`config.mk`:
```
export PLATFORM = sky130hd
export DESIGN_NAME = pipelined_carry_adder_flat
export DESIGN_NICKNAME = d
export VERILOG_FILES = /design/src/rtl/pipelined_carry_adder_if.sv /design/src/rtl/pipelined_carry_adder.sv /design/src/flat_wrapper.sv
export SDC_FILE = /design/constraint.sdc
export NUM_CORES = 1
export LEC_CHECK = 0
export BUFFER_PORTS_ARGS = -buffer_cell sky130_fd_sc_hd__buf_4
export CORE_MARGIN = 8
export CORE_UTILIZATION = 47
export CTS_CLUSTER_SIZE = 20
export DETAILED_ROUTE_END_ITERATION = 10
export PLACE_DENSITY = 0.73
export SLEW_MARGIN = 20
export SYNTH_ARGS = -nofsm -noshare
export SYNTH_HDL_FRONTEND = slang
export SYNTH_SLANG_ARGS = --single-unit
```
`constraint.sdc`:
```
create_clock -name clk -period 3 [get_ports clk]
set_input_delay 0.15 -clock clk [delete_from_list [all_inputs] [get_ports clk]]
set_output_delay 0.15 -clock clk [all_outputs]
set_load 0.005 [all_outputs]
```
`src/rtl/pipelined_carry_adder_if.sv`:
```
// Handshake bundle for pipelined_carry_adder: operand side, result side and,
// when SIGNED_OVF_EN is defined, the two's-complement overflow flag.
interface pipelined_carry_adder_if #(
    parameter int N = 16
);
    logic         in_valid;
    logic         in_ready;
    logic         carry_in;
    logic [N-1:0] op1;
    logic [N-1:0] op2;
    logic         out_valid;
    logic         out_ready;
    logic [N-1:0] sum;
    logic         carry_out;
`ifdef SIGNED_OVF_EN
    logic         ovf;

    modport master (
        output in_valid, carry_in, op1, op2, out_ready,
        input  in_ready, out_valid, sum, carry_out, ovf
    );

    modport slave (
        input  in_valid, carry_in, op1, op2, out_ready,
        output in_ready, out_valid, sum, carry_out, ovf
    );
`else
    modport master (
        output in_valid, carry_in, op1, op2, out_ready,
        input  in_ready, out_valid, sum, carry_out
    );

    modport slave (
        input  in_valid, carry_in, op1, op2, out_ready,
        output in_ready, out_valid, sum, carry_out
    );
`endif
endinterface

```
`src/rtl/pipelined_carry_adder.sv`:
```
// N-bit adder whose carry chain is split into STAGES registered chunks of N/STAGES bits.
// Define SIGNED_OVF_EN to add a pipelined two's-complement overflow output (bus.ovf).
module pipelined_carry_adder #(
    parameter int N      = 16,
    parameter int STAGES = 4
) (
    input logic                    clk,
    input logic                    rst,
    pipelined_carry_adder_if.slave bus
);
    localparam int W = (STAGES > 0) ? N / STAGES : 1;

    if (STAGES < 1 || STAGES > N || (N % STAGES) != 0) begin : g_bad_cfg
        $error("pipelined_carry_adder: STAGES must divide N and lie in 1..N");
    end

    logic adv;

    // The whole pipeline moves as one; it only stalls when a finished result is refused.
    assign adv          = !bus.out_valid || bus.out_ready;
    assign bus.in_ready = adv;

    for (genvar k = 0; k < STAGES; k++) begin : g_stage
        localparam int LO = k * W;

        logic [N-LO-1:0] a_in;
        logic [N-LO-1:0] b_in;
        logic            c_in;
        logic            v_in;
        logic [W:0]      chunk;
        logic [LO+W-1:0] s_next;
        logic [LO+W-1:0] s_r;
        logic            c_r;
        logic            v_r;

        // a_in/b_in hold the operand chunks this stage and all later stages still need.
        if (k == 0) begin : g_head
            assign a_in   = bus.op1;
            assign b_in   = bus.op2;
            assign c_in   = bus.carry_in;
            assign v_in   = bus.in_valid;
            assign s_next = chunk[W-1:0];
        end else begin : g_body
            always_ff @(posedge clk or posedge rst) begin
                if (rst) begin
                    a_in <= '0;
                    b_in <= '0;
                end else if (adv) begin
                    a_in <= g_stage[k-1].a_in[N-LO+W-1:W];
                    b_in <= g_stage[k-1].b_in[N-LO+W-1:W];
                end
            end

            assign c_in   = g_stage[k-1].c_r;
            assign v_in   = g_stage[k-1].v_r;
            assign s_next = {chunk[W-1:0], g_stage[k-1].s_r};
        end

        assign chunk = {1'b0, a_in[W-1:0]} + {1'b0, b_in[W-1:0]} + {{W{1'b0}}, c_in};

        always_ff @(posedge clk or posedge rst) begin
            if (rst) begin
                v_r <= 1'b0;
                c_r <= 1'b0;
                s_r <= '0;
            end else if (adv) begin
                v_r <= v_in;
                c_r <= chunk[W];
                s_r <= s_next;
            end
        end
    end

    assign bus.out_valid = g_stage[STAGES-1].v_r;
    assign bus.sum       = g_stage[STAGES-1].s_r;
    assign bus.carry_out = g_stage[STAGES-1].c_r;

`ifdef SIGNED_OVF_EN
    logic ovf_next;
    logic ovf_r;

    // Carry into the MSB is recovered as a^b^sum at that bit, then compared with carry out.
    assign ovf_next = g_stage[STAGES-1].a_in[W-1] ^ g_stage[STAGES-1].b_in[W-1]
                    ^ g_stage[STAGES-1].chunk[W-1] ^ g_stage[STAGES-1].chunk[W];

    always_ff @(posedge clk or posedge rst) begin
        if (rst) begin
            ovf_r <= 1'b0;
        end else if (adv) begin
            ovf_r <= ovf_next;
        end
    end

    assign bus.ovf = ovf_r;
`endif
endmodule
```
`src/flat_wrapper.sv`:
```
// flat-port wrapper written by rule: the top's interface ports become plain ports
module pipelined_carry_adder_flat 
#(
    parameter int N      = 16,
    parameter int STAGES = 4
)
  (clk, rst, bus_in_valid, bus_carry_in, bus_op1, bus_op2, bus_out_ready, bus_in_ready, bus_out_valid, bus_sum, bus_carry_out);
  pipelined_carry_adder_if #(.N(N)) bus_i ();
  input logic clk;
  input logic rst;
  input wire logic [$bits(bus_i.in_valid)-1:0] bus_in_valid;
  input wire logic [$bits(bus_i.carry_in)-1:0] bus_carry_in;
  input wire logic [$bits(bus_i.op1)-1:0] bus_op1;
  input wire logic [$bits(bus_i.op2)-1:0] bus_op2;
  input wire logic [$bits(bus_i.out_ready)-1:0] bus_out_ready;
  output wire logic [$bits(bus_i.in_ready)-1:0] bus_in_ready;
  output wire logic [$bits(bus_i.out_valid)-1:0] bus_out_valid;
  output wire logic [$bits(bus_i.sum)-1:0] bus_sum;
  output wire logic [$bits(bus_i.carry_out)-1:0] bus_carry_out;
  assign bus_i.in_valid = bus_in_valid;
  assign bus_i.carry_in = bus_carry_in;
  assign bus_i.op1 = bus_op1;
  assign bus_i.op2 = bus_op2;
  assign bus_i.out_ready = bus_out_ready;
  assign bus_in_ready = bus_i.in_ready;
  assign bus_out_valid = bus_i.out_valid;
  assign bus_sum = bus_i.sum;
  assign bus_carry_out = bus_i.carry_out;
  pipelined_carry_adder #(.N(N), .STAGES(STAGES)) u_core (.clk(clk), .rst(rst), .bus(bus_i));
endmodule
```
==> flow_summary.toml <==
[global_route]
track_usage_pct = 13.76
grt_pass1_vias = 2939
grt_pass1_wl_um = 13250
gr-total-overflow = 0
grt_max_degree = 90
antenna_found_initial = 0

[place]
globalplace.congestion = 0.7615
post-place-cells = 591
port_buffers = 55
hpwlAfterDp_um = 5064

[run_status]
status = "completed"

[synth]
yosys_warnings = 0
avgSynthCellArea_sq_um = 9.322
synth_fa_ha_area_share_pct = 7.497
synth_simple_gate_area_share_pct = 23.25
synth_top_family_by_area = "simple AND/OR/NAND/NOR gates"
syn_area_sq_um = 4139
yosysUniqueCellTypes = 24
netlist.area_leader.share_pct = 58.04
ys_seq_elements = 96
netlist_instances = 444
syn-num-nets = 501
ys_seq_area_share_pct = 58.04
synth-xor-area-share_pct = 1.058
synthMuxAreaShare_pct = 0
synth_compound_area_share_pct = 4.958
synth_top_cells_by_area = "dfrtp_1 (58%), nand2_1 (21%), fa_1 (3.9%), ha_1 (3.6%), buf_6 (2.4%)"
yosysTopAreaCell = "dfrtp_1"

[timing]
tightest_slew_ns = 0.8574
hold_ws_ns = 0.01863
fin_tns_setup_ns = 0
finalHoldViolCount = 0
setup_viol = 0
layout_min_cycle_time_ns = 1.835
period_share_pct = 61.15
slew_headroom_pct = 42.84
grt_setup_unrepaired = "false"
fmax_ghz = 0.5451
skew_ns = 0.006415
finalMaxSlewViolations = 0

[clock_network]
post_cts_buffers = 0
insertion_delay_ns = 0.35
cts.sinks = 96
htree_levels = 3
cts_buffers = 9
clk_pin_slew_ns = 0.08
cts_tree = "yes"
cts_buffer_depth = 2
cts_root_buffer = "clkbuf_8"

[critical_path]
crit_path_max_incr_delay_ns = 0.47
critPathSlowestCell = "fa_1"
path_delay_family = "adder cells"
arrival_ns = 2.05
path_buf_inv = 0
cp-end-kind = "flip-flop"
start_kind = "flip-flop"
path_cells = "fa_1 > fa_1 > a21o_1 > a21oi_1 > a21oi_1"
worstPathRequired_ns = 3.22
crit_fanout = 2
critical_path_class = "reg -> reg"

[drt]
wl_per_cell_um = 11.88
drt.antenna.violating_nets = 0
vias = 2954
drt_wl_total_um = 7497
first_iter_violations = 150
remaining_drc_errors = 0
first_pass_iters = 4
via_per_inst = 4.681

[die]
fp.dieW_um = 109.8
initial_core_util_pct = 47.93
chipHeight_um = 109.8
die_area_sq_um = 12060
num_rows = 34
pin_count = 56
coreArea_sq_um = 8636

[layout]
area_growth_syn_to_layout_pct = 20.16
num_antenna_cells = 0
mostFrequentLayoutCells = "nand2_1 (232), dfrtp_1 (96), buf_4 (60), dlygate4sd3_1 (24), o21ai_0 (15)"
stdcell_count = 631
layout_commonest_cell = "nand2_1"
fin_util_pct = 57.59
fin_nets = 575
drive_gt1_share_pct = 14.72

[power]
power.switching_uw = 1583
combPwrFrac_pct = 35.8
peakVddDrop_v = 0.0003271
seqPwrFrac_pct = 48.1
intPower_uw = 2919
power_leakage_uw = 0.002659
pwr_density_cell_nw_per_um2 = 905.2
pwr-share-clk_pct = 16.0
switching_share_pct = 35.17
totalPowerFinal_uw = 4502

[flow_run]
maxCapViolations = 0

[worst_hold_path]
hold_path.class = "in -> reg"
==> sequential cells by signal (all words and copies together) (netlist names) <==
signal / flops
u_core.bus.sum: 16
u_core.g_stage.b_in: 24
u_core.bus.carry_out: 1
u_core.g_stage.v_r: 3
u_core.g_stage.a_in: 24
u_core.bus.out_valid: 1
u_core.g_stage.s_r: 24
u_core.g_stage.c_r: 3
==> synth_stat cells (all sizes together) <==
cell / instances
clkbuf: 6
nor2b: 5
a22oi: 1
inv: 15
a21oi: 12
buf: 15
xnor2: 1
o21ai: 17
ha: 12
nor2: 11
o21a: 2
nand2: 232
a21o: 4
xor2: 4
nor3: 1
o31ai: 1
dfrtp: 96
fa: 8
nand2b: 1
==> power by group through the flow <==
stage          sequential (uW)  combinational, uW  clock, uW
6_report                  2170               1610        721
5_1_grt                   2240               1890        792
4_1_cts                   2170               1650        756
3_5_place_dp              2190               1620          0
3_3_place_gp              2170               1560          0
2_1_floorplan             2130               1200          0
==> stage by stage <==
stage	setup slack [ns]	instance area [sq um]
after detailed placement	1.177	4568
after global placement	1.223	4568
after CTS	1.168	4974
after floorplan	0.3446	4139
final	1.165	4974
after global routing	1.086	4974
==> worst register-to-register path: stages (launching register included) <==
cell	delay, ns
dfrtp_1	0.41
fa_1	0.47
fa_1	0.43
a21o_1	0.18
a21oi_1	0.14
a21oi_1	0.08
==> path summary, 6_finish.rpt <==
kind,to,slack [ns],startpoint,cells after the start
worst max register to register,u_core.bus.carry_out,1.17,u_core.g_stage[3].b_in[0],5
worst max-delay path,u_core.bus.carry_out,1.17,u_core.g_stage[3].b_in[0],5
max in group asynchronous,u_core.g_stage[1].a_in[3],1.78,rst,4
worst min register to register,u_core.g_stage[2].v_r,0.47,u_core.g_stage[2].v_r,2
min in group asynchronous,u_core.bus.sum[5],0.47,rst,3
worst min-delay path,u_core.g_stage[1].a_in[1],0.02,bus_op1[5],3
==> metal layers <==
metal / GRT usage, % / wire (um) / vias to the layer above
li1: - / - / 1505
met2: 21.02 / 3408 / 49
met1: 17.88 / 3628 / 1388
met5: 0 / 0 / -
met3: 2.931 / 293 / 12
met4: 7.618 / 167 / 0
==> area by class of cell <==
cell class	instances	area, sq um
Inverter	15	58.81
Clock buffer	12	145.1
Multi-Input combinational cell	312	1521
Fill cell	762	3662
Timing Repair Buffer	84	690.7
Tap cell	108	135.1
Sequential cell	96	2402
Clock inverter	4	20.02
==> cell families after synthesis <==
logic type / Yosys count
buf+inv: 36
xor+xnor: 5
fa+ha+maj: 20
compound gates: 37
simple gates: 250
flops: 96
==> repair_timing <==
item,CTS,global route
hold endpoints to repair,80,0
endpoints found under the setup margin,0,0
resized for setup,0,0
hold buffers,24,0
Power figures use the tool's default switching activity.
